==> src/rtl/coproc_pkg.sv <==
// Shared coprocessor definitions: reader FSM encoding, default widths and
// the 640x480 screen geometry used by the display path.
package coproc_pkg;

  localparam int SCREEN_W   = 640;
  localparam int SCREEN_H   = 480;
  localparam int ADDR_W_DEF = $clog2(SCREEN_W * SCREEN_H);
  localparam int DATA_W_DEF = 8;

  typedef enum logic [2:0] {
    IDLE    = 3'd0,
    REQ     = 3'd1,
    ISSUE   = 3'd2,
    CAPTURE = 3'd3,
    DONE    = 3'd4
  } rd_state_t;

endpackage

==> src/rtl/hps_pixel_reader_if.sv <==
// RAM-port request bundle between the pixel reader (master) and the port mux /
// resized-image RAM (slave).
interface hps_pixel_reader_if #(
  parameter int ADDR_W = 19,
  parameter int DATA_W = 8
);
  logic              ram_req;
  logic [ADDR_W-1:0] ram_addr;
  logic              ram_busy;
  logic              ram_gnt;
  logic [DATA_W-1:0] ram_q;

  modport master (output ram_req, ram_addr, input ram_busy, ram_gnt, ram_q);
  modport slave  (input ram_req, ram_addr, output ram_busy, ram_gnt, ram_q);
endinterface

==> src/rtl/sync_2ff.sv <==
// Two-flop synchronizer for slow HPS PIO levels entering the clk_100 domain.
module sync_2ff #(
  parameter int WIDTH = 1
) (
  input  logic             clk_100,
  input  logic             reset,
  input  logic [WIDTH-1:0] d,
  output logic [WIDTH-1:0] q
);

  logic [WIDTH-1:0] meta;

  always_ff @(posedge clk_100 or negedge reset) begin
    if (!reset) begin
      meta <= '0;
      q    <= '0;
    end else begin
      meta <= d;
      q    <= meta;
    end
  end

endmodule

==> src/rtl/hps_pixel_reader.sv <==
// HPS single-pixel readback from the resized-image RAM over a four-phase
// SolicitaLeitura/done_read handshake, with range check and grant timeout.
module hps_pixel_reader
  import coproc_pkg::*;
#(
  parameter int ADDR_W      = ADDR_W_DEF,
  parameter int DATA_W      = DATA_W_DEF,
  parameter int RAM_LAT     = 2,
  parameter int GNT_TIMEOUT = 1024
) (
  input  logic               clk_100,
  input  logic               reset,
  input  logic               SolicitaLeitura,
  input  logic [ADDR_W-1:0]  addr_in_hps,
  input  logic [ADDR_W-1:0]  img_size,
  hps_pixel_reader_if.master ram,
  output logic [DATA_W-1:0]  dado_pixel_hps,
  output logic               done_read,
  output logic               erro_leitura
);

  localparam int TW = $clog2(GNT_TIMEOUT) + 1;
  localparam int LW = $clog2(RAM_LAT) + 1;
  localparam logic [TW-1:0] TO_LAST  = TW'(GNT_TIMEOUT - 1);
  localparam logic [TW-1:0] TO_SAT   = TW'(GNT_TIMEOUT);
  localparam logic [LW-1:0] LAT_LAST = LW'(RAM_LAT - 1);

  rd_state_t         state, state_nxt;
  logic              req_s;
  logic              grant_ok;
  logic [ADDR_W-1:0] addr_r, addr_nxt;
  logic [DATA_W-1:0] dado_nxt;
  logic              erro_nxt;
  logic [TW-1:0]     to_cnt, to_nxt;
  logic [LW-1:0]     lat_cnt, lat_nxt;

  sync_2ff #(.WIDTH(1)) u_sync (
    .clk_100 (clk_100),
    .reset   (reset),
    .d       (SolicitaLeitura),
    .q       (req_s)
  );

  assign grant_ok = ram.ram_gnt & ~ram.ram_busy;

  always_ff @(posedge clk_100 or negedge reset) begin
    if (!reset) begin
      state          <= IDLE;
      addr_r         <= '0;
      dado_pixel_hps <= '0;
      erro_leitura   <= 1'b0;
      to_cnt         <= '0;
      lat_cnt        <= '0;
    end else begin
      state          <= state_nxt;
      addr_r         <= addr_nxt;
      dado_pixel_hps <= dado_nxt;
      erro_leitura   <= erro_nxt;
      to_cnt         <= to_nxt;
      lat_cnt        <= lat_nxt;
    end
  end

  always_comb begin
    state_nxt = state;
    addr_nxt  = addr_r;
    dado_nxt  = dado_pixel_hps;
    erro_nxt  = erro_leitura;
    to_nxt    = to_cnt;
    lat_nxt   = lat_cnt;
    unique case (state)
      IDLE: begin
        to_nxt  = '0;
        lat_nxt = '0;
        if (req_s) begin
          addr_nxt = addr_in_hps;
          if (addr_in_hps >= img_size) begin
            state_nxt = DONE;
            erro_nxt  = 1'b1;
            dado_nxt  = '0;
          end else begin
            state_nxt = REQ;
            erro_nxt  = 1'b0;
          end
        end
      end
      REQ: begin
        if (grant_ok) begin
          state_nxt = ISSUE;
          lat_nxt   = '0;
        end else if (to_cnt >= TO_LAST) begin
          state_nxt = DONE;
          erro_nxt  = 1'b1;
          dado_nxt  = '0;
          to_nxt    = TO_SAT;
        end else begin
          to_nxt = to_cnt + TW'(1);
        end
      end
      // Losing the port mid-read restarts the latency count but keeps the
      // accumulated grant wait, so repeated preemption still times out.
      ISSUE: begin
        if (!grant_ok) begin
          state_nxt = REQ;
          lat_nxt   = '0;
        end else if (lat_cnt == LAT_LAST) begin
          state_nxt = CAPTURE;
        end else begin
          lat_nxt = lat_cnt + LW'(1);
        end
      end
      CAPTURE: begin
        dado_nxt  = ram.ram_q;
        state_nxt = DONE;
      end
      DONE: begin
        if (!req_s) state_nxt = IDLE;
      end
      default: state_nxt = IDLE;
    endcase
  end

  assign ram.ram_req  = (state == REQ) || (state == ISSUE) || (state == CAPTURE);
  assign ram.ram_addr = addr_r;
  assign done_read    = (state == DONE);

endmodule
==> src/flat_wrapper.sv <==
// flat-port wrapper written by rule: the top's interface ports become plain ports
module hps_pixel_reader_flat import coproc_pkg::*;
#(
  parameter int ADDR_W      = ADDR_W_DEF,
  parameter int DATA_W      = DATA_W_DEF,
  parameter int RAM_LAT     = 2,
  parameter int GNT_TIMEOUT = 1024
)
  (clk_100, reset, SolicitaLeitura, addr_in_hps, img_size, dado_pixel_hps, done_read, erro_leitura, ram_ram_req, ram_ram_addr, ram_ram_busy, ram_ram_gnt, ram_ram_q);
  hps_pixel_reader_if #(.ADDR_W(ADDR_W), .DATA_W(DATA_W)) ram_i ();
  input  logic clk_100;
  input  logic reset;
  input  logic SolicitaLeitura;
  input  logic [ADDR_W-1:0] addr_in_hps;
  input  logic [ADDR_W-1:0] img_size;
  output logic [DATA_W-1:0] dado_pixel_hps;
  output logic done_read;
  output logic erro_leitura;
  output wire logic [$bits(ram_i.ram_req)-1:0] ram_ram_req;
  output wire logic [$bits(ram_i.ram_addr)-1:0] ram_ram_addr;
  input wire logic [$bits(ram_i.ram_busy)-1:0] ram_ram_busy;
  input wire logic [$bits(ram_i.ram_gnt)-1:0] ram_ram_gnt;
  input wire logic [$bits(ram_i.ram_q)-1:0] ram_ram_q;
  assign ram_ram_req = ram_i.ram_req;
  assign ram_ram_addr = ram_i.ram_addr;
  assign ram_i.ram_busy = ram_ram_busy;
  assign ram_i.ram_gnt = ram_ram_gnt;
  assign ram_i.ram_q = ram_ram_q;
  hps_pixel_reader #(.ADDR_W(ADDR_W), .DATA_W(DATA_W), .RAM_LAT(RAM_LAT), .GNT_TIMEOUT(GNT_TIMEOUT)) u_core (.clk_100(clk_100), .reset(reset), .SolicitaLeitura(SolicitaLeitura), .addr_in_hps(addr_in_hps), .img_size(img_size), .ram(ram_i), .dado_pixel_hps(dado_pixel_hps), .done_read(done_read), .erro_leitura(erro_leitura));
endmodule
==> config.mk <==
export PLATFORM = sky130hd
export DESIGN_NAME = hps_pixel_reader_flat
export DESIGN_NICKNAME = d
export VERILOG_FILES = /design/src/rtl/coproc_pkg.sv /design/src/rtl/hps_pixel_reader_if.sv /design/src/rtl/sync_2ff.sv /design/src/rtl/hps_pixel_reader.sv /design/src/flat_wrapper.sv
export SDC_FILE = /design/constraint.sdc
export NUM_CORES = 1
export LEC_CHECK = 0
export CORE_UTILIZATION = 45
export DETAILED_ROUTE_END_ITERATION = 7
export GPL_ROUTABILITY_DRIVEN = 1
export PLACE_DENSITY = 0.86
export SLEW_MARGIN = 5
export SYNTH_ARGS = -nofsm -noshare
export SYNTH_HDL_FRONTEND = slang
export SYNTH_HIERARCHICAL = 1
export SYNTH_SLANG_ARGS = --single-unit
==> constraint.sdc <==
create_clock -name clk_100 -period 2.5 [get_ports clk_100]
set_clock_uncertainty 0.1 [all_clocks]
set_input_delay 0.5 -clock clk_100 [delete_from_list [all_inputs] [get_ports clk_100]]
set_output_delay 0.5 -clock clk_100 [all_outputs]
set_load 0.005 [all_outputs]
==> flow_summary.ini <==
[outcome]
outcome = finished, final reports clean

[detailed_routing]
ant_nets = 0
vias = 2018
wl_mm = 5.46
drt_iter0_markers = 77
drtPass1Iterations = 4
routedWlPerCell_um = 13.8
post-route-drc-count = 0
via_per_inst = 5.11

[power]
ir_worst_vdd_v = 0.000553
clockPowerShare_pct = 18.5
leakagePower_nw = 1.57
switching_share_pct = 30.0
power.switching_mw = 0.891
comb_power_share_pct = 43.0
intPower_mw = 2.08
power.density_mw_per_mm2 = 847
seqPwrFrac_pct = 38.5

[placement]
place_hpwl_mm = 4.09
port_buffers = 80
gp_congestion = 0.785
pre_cts_slack_ns = -0.363

[die]
start_util_pct = 47.2
io_pins = 81
die-area_mm2 = 0.00573
die_x_um = 75.7
fp-row-count = 26
die_y_um = 75.7
coreArea_mm2 = 0.00517

[yosys]
synth.distinct_cells = 41
synth.top_cell.area_share_pct = 47.1
yosys_warnings = 6
ys_top_cells_by_area = dfrtp_1, ha_1, mux2_2, inv_1, o21ai_0
synth-seq-cells = 46
synth_area_per_cell_um2 = 10.4
synth-edff-count = 0
yosys.area.top_type = dfrtp_1
yosysSeqAreaShare_pct = 47.1
synthArstFlopShare_pct = 100
synth_fp_nets = 306
syn_inst = 234
synth-main-ff-cell = dfrtp_1
synth_area_mm2 = 0.00244

[timing]
fmax_mhz = 415
worst_slack_ns = 0.0905
hold_violations = 0
slew_viol_final = 0
fin_crit_sh_pct = 96.4
finalSetupViolCount = 0
slew_headroom_pct = 61.8
max_slew.worst_pin.slew_ns = 0.573
rsz0062_at_grt = false
post-route-min-period_ns = 2.41
setup_tns_ns = 0

[grt]
grtUsageTotal_pct = 20.7
grt_start_max_net_pins = 47
grt_pass1_wl_mm = 8.91
antenna_found_initial = 0
grt_pass1_vias = 2064
gr-total-overflow = 0

[clock_tree]
postCtsSetupBuffers = 0
tritoncts = yes
holdBufCountCts = 0
htree_num_levels = 2
cts_root_buf = clkbuf_8
cts_sinks = 46
clockBufferDepth = 2
cts_buffers = 5
clk_pin_slew_ns = 0.08
clkLatencyLatePin_ns = 0.30

[worst_setup_path]
start_kind = input pin
r2r-end = u_core/to_cnt[8]
crit_slowest_cell = clkdlybuf4s50_1
r2r_start = u_core/to_cnt[0]
crit_top_cell = buf_4
cp-end-kind = flop
crit_required_ns = 2.59
rrSetupSlack_ns = 0.12
path_cells = clkdlybuf4s50_1 -> inv_1 -> ha_1 -> nand4_1 -> buf_4 -> a21oi_1 -> a2111oi_2 -> buf_4 -> a31o_1 -> buf_12 -> a22o_1
critPathTopFamily = buffers and inverters
max_stage_delay_ns = 0.45
reg2reg_depth = 6
arrival_ns = 2.50
cp_num_buf_inv = 5
critPathMaxFanout = 9
worstSetupPathType = in2reg

[hold_path]
hp-class = in2async

[finish]
final_cell_mix = clkdlybuf4s50_1, dfrtp_1, inv_1
n_fill_cell = 403
syn_to_final_growth_pct = 43.5
nets = 396
diodes = 0
mostFrequentLayoutCell = clkdlybuf4s50_1
drive_above_1_share_pct = 14.5

[run]
drv_cap = 0
[worst max path at each step]
stage          depth (start not counted)  slack, ns                  endpoint         start
2_1_floorplan                          9       0.36  u_core/dado_pixel_hps[0]  img_size[16]
3_3_place_gp                          11      -0.29  u_core/dado_pixel_hps[7]  img_size[16]
3_5_place_dp                          11      -0.36  u_core/dado_pixel_hps[3]  img_size[16]
4_1_cts                               11      0.001  u_core/dado_pixel_hps[3]  img_size[16]
5_1_grt                               11    0.00007  u_core/dado_pixel_hps[1]  img_size[16]
6_report                              11       0.09  u_core/dado_pixel_hps[3]  img_size[17]
[power by group through the flow]
stage | Clock (mW) | Combinational [mW] | Sequential [mW]
final | 0.550 | 1.28 | 1.14
after global routing | 0.593 | 1.38 | 1.18
after CTS | 0.558 | 1.28 | 1.15
after detailed placement | 0 | 1.27 | 1.15
after global placement | 0 | 1.23 | 1.14
after floorplan | 0 | 0.580 | 1.12
[registers in the layout, summed over array words and instances (netlist names)]
| name | flops |
|---|---|
| u_core/to_cnt | 11 |
| u_core/u_sync/q | 1 |
| u_core/ram.ram_addr | 19 |
| u_core/u_sync/meta | 1 |
| u_core/dado_pixel_hps | 8 |
| u_core/state | 3 |
| u_core/erro_leitura | 1 |
| u_core/lat_cnt | 2 |
[worst register-to-register path, cell delays in order, from the launching register on]
cell and delay, ns:
dfrtp_1 0.44, ha_1 0.29, a21oi_2 0.19, o41ai_2 0.10, or3_2 0.49, or2_1 0.31, o41ai_1 0.35
[repair_timing]
item                       in CTS  in global routing
pin swaps                       1                  3
setup endpoints to repair       9                 11
resized for setup               2                  2
[area by class of cell]
cell class / count / area [um2] / area share, %
multi-input combinational: 158 / 1190 / 33.9
sequential: 46 / 1150 / 32.8
timing repair buffer: 90 / 883 / 25.2
tap: 70 / 87.6 / 2.50
inverter: 23 / 86.3 / 2.46
clock buffer: 6 / 72.6 / 2.07
clock inverter: 2 / 37.5 / 1.07
[metrics by stage]
stage | std cells | hold slack (ns) | util [%] | instance area [um2] | total power, mW
after global placement | 387 | 0.232 | 65.4 | 3380 | 2.38
after global routing | 395 | 0.235 | 67.8 | 3510 | 3.15
after detailed placement | 387 | 0.247 | 65.4 | 3380 | 2.43
after floorplan | 234 | 0.104 | - | 2440 | 1.70
after CTS | 395 | 0.195 | 67.7 | 3500 | 2.99
final | 395 | 0.175 | 67.8 | 3510 | 2.97
[per-layer routing]
metal / part of all wire [%] / vias to the layer above / routed length (um) / track usage (%)
met5: 0 / - / 0 / 0
met2: 49 / 55 / 2700 / 37.5
li1: - / 1013 / - / -
met1: 44 / 944 / 2430 / 24.3
met4: 1.0 / 0 / 55 / 6.38
met3: 5.1 / 6 / 278 / 5.03
[cells by family (layout without fill, tap and decap cells)]
kind of cell	Yosys count	in the layout	synth area share (%)
muxes	19	19	8.76
DFF	46	46	47.1
adders and majority gates	21	21	10.8
buffers and inverters	30	121	4.97
and+or+nand+nor	64	64	13.5
xor gates and xnor gates	3	3	1.08
AOI/OAI and AO/OA	51	51	13.8
[cell usage after synthesis (4+ instances only)]
| cell type | number |
|---|---|
| dfrtp_1 | 46 |
| nor2b_1 | 4 |
| nor3_1 | 4 |
| nand3_1 | 4 |
| nor2_1 | 13 |
| o21ai_0 | 17 |
| nand2_1 | 19 |
| clkbuf_1 | 4 |
| a22o_1 | 8 |
| a21oi_1 | 12 |
| inv_1 | 23 |
| mux2_2 | 19 |
| nand4_1 | 4 |
| ha_1 | 21 |
(Power assumes the default switching activity.)
